## config.mk

```make
export PLATFORM = sky130hd
export DESIGN_NAME = barrier_unit_flat
export DESIGN_NICKNAME = d
export VERILOG_FILES = /design/src/rtl/barrier_unit_if.sv /design/src/rtl/barrier_unit.sv /design/src/flat_wrapper.sv
export SDC_FILE = /design/constraint.sdc
export NUM_CORES = 1
export LEC_CHECK = 0
export BUFFER_PORTS_ARGS = -buffer_cell sky130_fd_sc_hd__buf_2
export CAP_MARGIN = 15
export CORE_MARGIN = 2
export CORE_UTILIZATION = 50
export CTS_BUF_LIST = sky130_fd_sc_hd__clkbuf_16
export DETAILED_ROUTE_END_ITERATION = 6
export GPL_TIMING_DRIVEN = 0
export PLACE_DENSITY_LB_ADDON = 0.2
export SLEW_MARGIN = 20
export SYNTH_ARGS = -nofsm -noshare
export SYNTH_HDL_FRONTEND = slang
export SYNTH_SLANG_ARGS = --single-unit
```

## constraint.sdc

```tcl
create_clock -name clk -period 6.26 [get_ports clk]
set_input_delay 0.626 -clock clk [delete_from_list [all_inputs] [get_ports clk]]
set_output_delay 0.626 -clock clk [all_outputs]
set_load 0.01 [all_outputs]
```

## src/rtl/barrier_unit_if.sv

```systemverilog
// Barrier request channel between the GPU-unit commit path and the barrier unit.
//   barrier_valid   : request present (master -> slave)
//   barrier_id      : target barrier slot (master -> slave)
//   barrier_size_m1 : participating warps minus one (master -> slave)
//   barrier_wid     : issuing warp (master -> slave)
//   barrier_ready   : request accepted when high with valid (slave -> master)
interface barrier_unit_if #(
  parameter int unsigned NUM_WARPS    = 4,
  parameter int unsigned NUM_BARRIERS = 4,
  parameter int unsigned NW_BITS      = $clog2(NUM_WARPS),
  parameter int unsigned NB_BITS      = (NUM_BARRIERS > 1) ? $clog2(NUM_BARRIERS) : 1
);
  logic               barrier_valid;
  logic [NB_BITS-1:0] barrier_id;
  logic [NW_BITS-1:0] barrier_size_m1;
  logic [NW_BITS-1:0] barrier_wid;
  logic               barrier_ready;

  modport master (
    output barrier_valid,
    output barrier_id,
    output barrier_size_m1,
    output barrier_wid,
    input  barrier_ready
  );

  modport slave (
    input  barrier_valid,
    input  barrier_id,
    input  barrier_size_m1,
    input  barrier_wid,
    output barrier_ready
  );
endinterface

```

## src/rtl/barrier_unit.sv

```systemverilog
// Warp barrier unit. Collects arrivals per barrier slot, holds arriving warps stalled
// and releases the whole group when the final warp of the group arrives.
//   clk           : clock, all state on rising edge
//   reset         : asynchronous active-low reset
//   req           : barrier request channel (slave side)
//   stall_mask    : warps currently held at any barrier (registered)
//   release_valid : one-cycle pulse, a barrier completed
//   release_id    : completed barrier slot
//   release_wmask : warps to reactivate, including the final arriver
//   size_err      : one-cycle pulse, arrival size differs from latched size
//   busy          : any warp waiting at any barrier (registered)
module barrier_unit #(
  parameter int unsigned NUM_WARPS    = 4,
  parameter int unsigned NUM_BARRIERS = 4,
  parameter int unsigned NW_BITS      = $clog2(NUM_WARPS),
  parameter int unsigned NB_BITS      = (NUM_BARRIERS > 1) ? $clog2(NUM_BARRIERS) : 1
) (
  input  logic                 clk,
  input  logic                 reset,
  barrier_unit_if.slave        req,
  output logic [NUM_WARPS-1:0] stall_mask,
  output logic                 release_valid,
  output logic [NB_BITS-1:0]   release_id,
  output logic [NUM_WARPS-1:0] release_wmask,
  output logic                 size_err,
  output logic                 busy
);

  // Folds an out-of-range id onto slot 0 when there is only a single slot.
  localparam logic [NB_BITS-1:0] SlotMask = NB_BITS'(NUM_BARRIERS - 1);

  logic [NUM_BARRIERS-1:0][NW_BITS-1:0]   cnt_q, cnt_d;
  logic [NUM_BARRIERS-1:0][NUM_WARPS-1:0] mask_q, mask_d;
  logic [NUM_BARRIERS-1:0][NW_BITS-1:0]   size_q, size_d;
  logic [NUM_WARPS-1:0]                   stall_mask_q, stall_mask_d;
  logic                                   release_valid_q, release_valid_d;
  logic [NB_BITS-1:0]                     release_id_q, release_id_d;
  logic [NUM_WARPS-1:0]                   release_wmask_q, release_wmask_d;
  logic                                   size_err_q, size_err_d;
  logic                                   busy_q, busy_d;

  logic                 accept;
  logic [NB_BITS-1:0]   slot;
  logic                 slot_active;
  logic [NW_BITS-1:0]   eff_size;
  logic [NUM_WARPS-1:0] wbit;

  // A warp already held at a barrier cannot arrive again.
  assign req.barrier_ready = ~stall_mask_q[req.barrier_wid];
  assign accept            = req.barrier_valid & req.barrier_ready;
  assign slot              = req.barrier_id & SlotMask;
  assign slot_active       = |mask_q[slot];
  assign eff_size          = slot_active ? size_q[slot] : req.barrier_size_m1;
  assign wbit              = NUM_WARPS'(1) << req.barrier_wid;

  always_comb begin
    cnt_d           = cnt_q;
    mask_d          = mask_q;
    size_d          = size_q;
    stall_mask_d    = stall_mask_q;
    release_valid_d = 1'b0;
    release_id_d    = release_id_q;
    release_wmask_d = '0;
    size_err_d      = 1'b0;

    if (accept) begin
      if (!slot_active) begin
        size_d[slot] = req.barrier_size_m1;
      end else if (req.barrier_size_m1 != size_q[slot]) begin
        size_err_d = 1'b1;
      end

      if (cnt_q[slot] == eff_size) begin
        // Final arriver: release the group; the arriving warp itself never stalls.
        release_valid_d = 1'b1;
        release_id_d    = slot;
        release_wmask_d = mask_q[slot] | wbit;
        cnt_d[slot]     = '0;
        mask_d[slot]    = '0;
        stall_mask_d    = stall_mask_q & ~mask_q[slot];
      end else begin
        cnt_d[slot]  = cnt_q[slot] + NW_BITS'(1);
        mask_d[slot] = mask_q[slot] | wbit;
        stall_mask_d = stall_mask_q | wbit;
      end
    end

    busy_d = |stall_mask_d;
  end

  always_ff @(posedge clk or negedge reset) begin
    if (!reset) begin
      cnt_q           <= '0;
      mask_q          <= '0;
      size_q          <= '0;
      stall_mask_q    <= '0;
      release_valid_q <= 1'b0;
      release_id_q    <= '0;
      release_wmask_q <= '0;
      size_err_q      <= 1'b0;
      busy_q          <= 1'b0;
    end else begin
      cnt_q           <= cnt_d;
      mask_q          <= mask_d;
      size_q          <= size_d;
      stall_mask_q    <= stall_mask_d;
      release_valid_q <= release_valid_d;
      release_id_q    <= release_id_d;
      release_wmask_q <= release_wmask_d;
      size_err_q      <= size_err_d;
      busy_q          <= busy_d;
    end
  end

  assign stall_mask    = stall_mask_q;
  assign release_valid = release_valid_q;
  assign release_id    = release_id_q;
  assign release_wmask = release_wmask_q;
  assign size_err      = size_err_q;
  assign busy          = busy_q;

endmodule
```

## src/flat_wrapper.sv

```systemverilog
// flat-port wrapper written by rule: the top's interface ports become plain ports
module barrier_unit_flat 
#(
  parameter int unsigned NUM_WARPS    = 4,
  parameter int unsigned NUM_BARRIERS = 4,
  parameter int unsigned NW_BITS      = $clog2(NUM_WARPS),
  parameter int unsigned NB_BITS      = (NUM_BARRIERS > 1) ? $clog2(NUM_BARRIERS) : 1
)
  (clk, reset, stall_mask, release_valid, release_id, release_wmask, size_err, busy, req_barrier_valid, req_barrier_id, req_barrier_size_m1, req_barrier_wid, req_barrier_ready);
  barrier_unit_if #(.NUM_WARPS(NUM_WARPS), .NUM_BARRIERS(NUM_BARRIERS), .NW_BITS(NW_BITS), .NB_BITS(NB_BITS)) req_i ();
  input  logic clk;
  input  logic reset;
  output logic [NUM_WARPS-1:0] stall_mask;
  output logic release_valid;
  output logic [NB_BITS-1:0] release_id;
  output logic [NUM_WARPS-1:0] release_wmask;
  output logic size_err;
  output logic busy;
  input wire logic [$bits(req_i.barrier_valid)-1:0] req_barrier_valid;
  input wire logic [$bits(req_i.barrier_id)-1:0] req_barrier_id;
  input wire logic [$bits(req_i.barrier_size_m1)-1:0] req_barrier_size_m1;
  input wire logic [$bits(req_i.barrier_wid)-1:0] req_barrier_wid;
  output wire logic [$bits(req_i.barrier_ready)-1:0] req_barrier_ready;
  assign req_i.barrier_valid = req_barrier_valid;
  assign req_i.barrier_id = req_barrier_id;
  assign req_i.barrier_size_m1 = req_barrier_size_m1;
  assign req_i.barrier_wid = req_barrier_wid;
  assign req_barrier_ready = req_i.barrier_ready;
  barrier_unit #(.NUM_WARPS(NUM_WARPS), .NUM_BARRIERS(NUM_BARRIERS), .NW_BITS(NW_BITS), .NB_BITS(NB_BITS)) u_core (.clk(clk), .reset(reset), .req(req_i), .stall_mask(stall_mask), .release_valid(release_valid), .release_id(release_id), .release_wmask(release_wmask), .size_err(size_err), .busy(busy));
endmodule
```

; ---- Yosys cells after proc, flatten, opt, wreduce, memory -nomap -nowiden
; Index checks and enable logic that the tools add are counted.
[word_totals]
register_bits = 45
input_bits = 9
out_inout_bits = 14
wordCells = 68
[op_classes]
addsub = 1
magnitude_cmp = 3
n_eq_ne = 2
n_shift = 1
n_mux = 27
bitwise_logic = 11
reduce_logical = 5
[ops]
columns = cell, n
row1 = $mux 4, 6
row2 = $and 16x16->16, 1
row3 = $bwmux 16, 1
row4 = $bwmux 8, 2
row5 = $mux 16, 1
row6 = $not 16->16, 1
row7 = $and 8x8->8, 1
row8 = $bmux 2 s2, 2
row9 = $bmux 4 s2, 1
row10 = $demux 4 s2, 1
row11 = $mux 2, 4
row12 = $mux 8, 1
row13 = $not 8->8, 1
row14 = $or 4x4->4, 2
row15 = $reduce_or 4->1, 2
row16 = $lt 2x3->1 const B, 2
row17 = $mux 1, 6
row18 = $and 4x4->4, 1
row19 = $demux 2 s2, 1
row20 = $not 4->4, 1
row21 = $reduce_and 2->1, 2
row22 = $shl 1x2->4 const A, 1
row23 = $add 2x1->2 const B, 1
row24 = $bmux 1 s2, 1
row25 = 6 further kinds, 7

; ---- Logic depth before layout (Yosys ltp)
[depth]
ltp_word = 8
ltp_mapped = 9

; ---- Worst setup path before layout
; Ideal clock, no wire load.
[synth_timing]
kind = input-to-reg
startpoint = in req_barrier_id[0]
endpoint = reg u_core.busy_q, in the netlist u_core.busy
setup_time_ns = 0.138
t_arrival_ns = 2.712
required_ns = 6.122
slack_ns = 3.409
cell_stages = 9
path_cell_list = buf_6 > mux4_2 > or2_1 > a211o_4 > nand2_4 > nand2_4 > clkinv_4 > a21oi_2 > or4_1
[synth_via]
elab_chain_cells = 8
elab_cells_between_ends = 14
[synth_lines]
columns = item, line_no
row1 = start: declaration, flat_wrapper.sv:20  ; input wire logic [$bits(req_i.barrier_id)-1:0] req_barrier_id;
row2 = $bmux 4 s2, "barrier_unit.sv:52, barrier_unit.sv:80"
row3 = $mux 4 (not written as such), "barrier_unit.sv:52, barrier_unit.sv:80"
row4 = $reduce_or 4->1, barrier_unit.sv:52  ; assign slot_active = |mask_q[slot];
row5 = $mux 2, barrier_unit.sv:53  ; assign eff_size = slot_active ? size_q[slot] : req.barrier_size_m1;
row6 = $eq 2x2->1, barrier_unit.sv:73  ; if (cnt_q[slot] == eff_size) begin
row7 = $mux 4 *, barrier_unit.sv:73
row8 = $mux 4 *, barrier_unit.sv:66  ; if (accept) begin
row9 = via u_core.stall_mask_d[2], barrier_unit.sv:35  ; logic [NUM_WARPS-1:0] stall_mask_q, stall_mask_d;
row10 = $reduce_or 4->1 *, barrier_unit.sv:88  ; busy_d = |stall_mask_d;
row11 = via u_core.busy_d, barrier_unit.sv:40  ; logic busy_q, busy_d;
row12 = end signal: assignment, barrier_unit.sv:111  ; busy_q <= busy_d;
row13 = end: declaration, barrier_unit.sv:40
; Mark *: on every way through the listed nets, which the timed path passes. The rest lies on a longest branch. The select of a mux whose other input is x is not followed.
; A chain may end at the register's enable or synchronous reset.

; ---- Worst setup path after layout
[layout_timing]
startpoint = in req_barrier_id[1]
endpoint = reg u_core.busy_q, in the netlist u_core.busy
; Same word-level chain as after synthesis.

==> run_results.csv <==
group,metric,value,unit
status,status,"complete, no violations",
detailed_routing,via_per_inst,5.73,
critical_path,reg2reg_from,"u_core.mask_q[1]",
cells_and_area,drive_gt1_share,45.8,%
critical_path,cpMostUsedCell,"nand2_4",
detailed_routing,routed_wl,3940,um
critical_path,crit_type,"primary input to flip-flop",
detailed_routing,drt_pass1_iterations,4,
floorplan,fp.dieW,68.6,um
timing,setup_viol,0,
yosys,synth_area,2090,um2
critical_path,crit_buf_inv,3,
critical_path,cp_top_family,"simple AND/OR/NAND/NOR gates",
clock_tree,cts_sinks,45,
placed_design,gp_congestion,0.799,
critical_path,cp.arrival,3.31,ns
yosys,avgSynthCellArea,14.2,um2
cells_and_area,final_cell_mix,"45 x dfrtp_1, 34 x mux2_2, 22 x buf_2",
detailed_routing,wire_per_inst,17.4,um
timing,worst_slew_pin_slew,0.979,ns
detailed_routing,ant_nets,0,
critical_path,cp_max_fo,10,
cells_and_area,layout_commonest_cell,"dfrtp_1",
yosys,synth_cells,147,
timing,timing.slew.headroom,34.8,%
yosys,syn_nets,156,
floorplan,coreArea,4000,um2
yosys,yosysTopAreaCell,"dfrtp_1",
critical_path,critPathLaunch,"req_barrier_id[1]",
timing,drv_slew,0,
hold_path,holdCritStartpoint,"u_core.mask_q[5]",
critical_path,cp-end-kind,"flip-flop",
critical_path,crit_chain,"buf_2 -> buf_1 -> mux4_2 -> nor4_4 -> o211ai_2 -> nand2_4 -> nand2_4 -> clkinv_4 -> a21oi_2 -> or4_1",
yosys,synth-seq-cells,45,
clock_tree,cts_tree,"done",
clock_tree,cts_buffers,5,
cells_and_area,final_core_util,60.1,%
power,vdd.ir_drop.worst,183,uV
cells_and_area,fin_nets,185,
cells_and_area,areaGrowthSynthToFinish,15.1,%
clock_tree,cts.repair.resized,0,
timing,setup_tns,0,ns
power,powerDensity,488,nW/um2
grt,grt_overflow_total,0,
yosys,synth_ff_type,"dfrtp_1",
power,switchingPower,396,uW
timing,period_minus_slack,3.17,ns
clock_tree,h-tree-depth,2,
timing,hold_viol_final,0,
grt,antenna_found_initial,0,
critical_path,start_kind,"primary input",
yosys,netlist.area_leader.share,53.9,%
grt,grt_max_degree,46,
clock_tree,postCtsSetupBuffers,0,
critical_path,max_stage_delay,0.53,ns
power,p_int,778,uW
cells_and_area,antennaDiodeCount,0,
power,p_comb_share,39.0,%
critical_path,cp_slowest_cell,"or4_1",
placed_design,port_buffers,22,
floorplan,die_h,68.6,um
critical_path,reg2reg_slack,3.41,ns
clock_tree,ctsRootBufferMaster,"clkbuf_16",
yosys,yosysUniqueCellTypes,29,
hold_path,min_path_type,"flip-flop to flip-flop",
floorplan,io_pins,23,
clock_tree,insertion_delay,0.28,ns
timing,skew,0.00195,ns
power,switching_share,33.8,%
clock_tree,ctsHoldBuffers,0,
yosys,postSynth.asyncResetShare,100,%
critical_path,cp.required,6.40,ns
grt,grt_first_pass_wirelength,6440,um
detailed_routing,dr_total_vias,1300,
timing,fmax,0.316,GHz
placed_design,placed_area,2270,um2
placed_design,place_hpwl,2860,um
floorplan,rows,23,
yosys,synth_area_leaders,"dfrtp_1 54%, mux2_2 18%, mux4_2 8.6%",
clock_tree,cts_buffer_depth,2,
yosys,synth_edf_count,0,
floorplan,dieArea,4710,um2
detailed_routing,drc,0,
timing,grt_setup_unrepaired,"no",
grt,grt_pass1_vias,1336,
job,max-cap-violations,0,
yosys,seq_area_frac_synth,53.9,%
timing,hold_ws,0.496,ns
cells_and_area,design_area,2400,um2
clock_tree,clk_pin_slew,0.06,ns
grt,gr-usage-all-layers,19.4,%
yosys,yosys_warnings,0,
power,power_frac_clock,20.6,%
power,p_leak,0.00109,uW
floorplan,start_util,52.2,%
power,seqPwrFrac,40.3,%
timing,min_period_over_period,50.6,%
detailed_routing,drt_iter0_markers,53,
## cells in the mapped netlist (2+ instances only)
library cell / number
dfrtp_1: 45
mux2_2: 34
nor2_1: 17
mux4_2: 8
nand2_1: 8
xnor2_1: 4
a21oi_1: 3
a41oi_1: 3
a21oi_2: 2
and3_1: 2
nand2_4: 2
nor2b_1: 2
## power by group through the flow
| stage | Sequential (uW) | Clock, uW | Combinational, uW |
|---|---|---|---|
| 6_report | 473 | 242 | 458 |
| 5_1_grt | 488 | 262 | 503 |
| 4_1_cts | 473 | 248 | 461 |
| 3_5_place_dp | 478 | 0 | 459 |
| 3_3_place_gp | 466 | 0 | 443 |
| 2_1_floorplan | 469 | 0 | 342 |
## area by class of cell
cell class	instances	area, um2
Fill cell	308	1600
Sequential cell	45	1130
Multi-Input combinational cell	97	937
Clock buffer	5	125
Timing Repair Buffer	22	110
Tap cell	50	62.6
Buffer	3	18.8
Clock inverter	3	12.5
Inverter	2	12.5
## cells by family (layout without fill, tap and decap cells)
family                    Yosys count  in the layout  share of synthesized area (%)
xor gates and xnor gates            5              5                           2.10
muxes                              43             43                           28.2
DFF                                45             45                           53.9
buffers and inverters               5             35                           1.50
and+or+nand+nor                    37             37                           9.40
AOI/OAI and AO/OA                  12             12                           4.91
## layer usage
metal  up-vias  global-route usage (%)  wire [um]
li1        594                       -          -
met1       664                    24.8       1730
met2        36                    31.5       1980
met3         6                    5.52        170
met4         0                    6.50         61
met5         -                       0          0
## registers in the layout, indices dropped and copies added, names as in the netlist, 2 cells and up
signal / cells
u_core.stall_mask: 4
u_core.release_wmask: 4
u_core.release_id: 2
u_core.mask_q: 16
u_core.cnt_q: 8
u_core.size_q: 8
## worst reg2reg max path, delay by kind of cell (launching register included)
kind / cells / cell delay, ns
simple gates: 4 / 1.30
mux: 1 / 0.60
flops: 1 / 0.37
compound gates: 2 / 0.35
buf+inv: 1 / 0.09
## worst paths after layout
| check | end | cells after the start |
|---|---|---|
| setup reg to reg | u_core.busy | 8 |
| setup / recovery | u_core.busy | 10 |
| hold reg to reg | u_core.mask_q[5] | 1 |
| max in group asynchronous | u_core.mask_q[11] | 1 |
| hold / removal | u_core.mask_q[5] | 1 |
| min in group asynchronous | u_core.size_q[0] | 1 |
## metrics by stage
stage | total power [uW] | instances | setup WS, ns
after floorplan | 811 | 147 | 3.41
after global placement | 909 | 219 | 2.88
after detailed placement | 937 | 219 | 2.81
after CTS | 1180 | 227 | 3.10
after global routing | 1250 | 227 | 2.93
final | 1170 | 227 | 3.09
(Power assumes the default switching activity.)
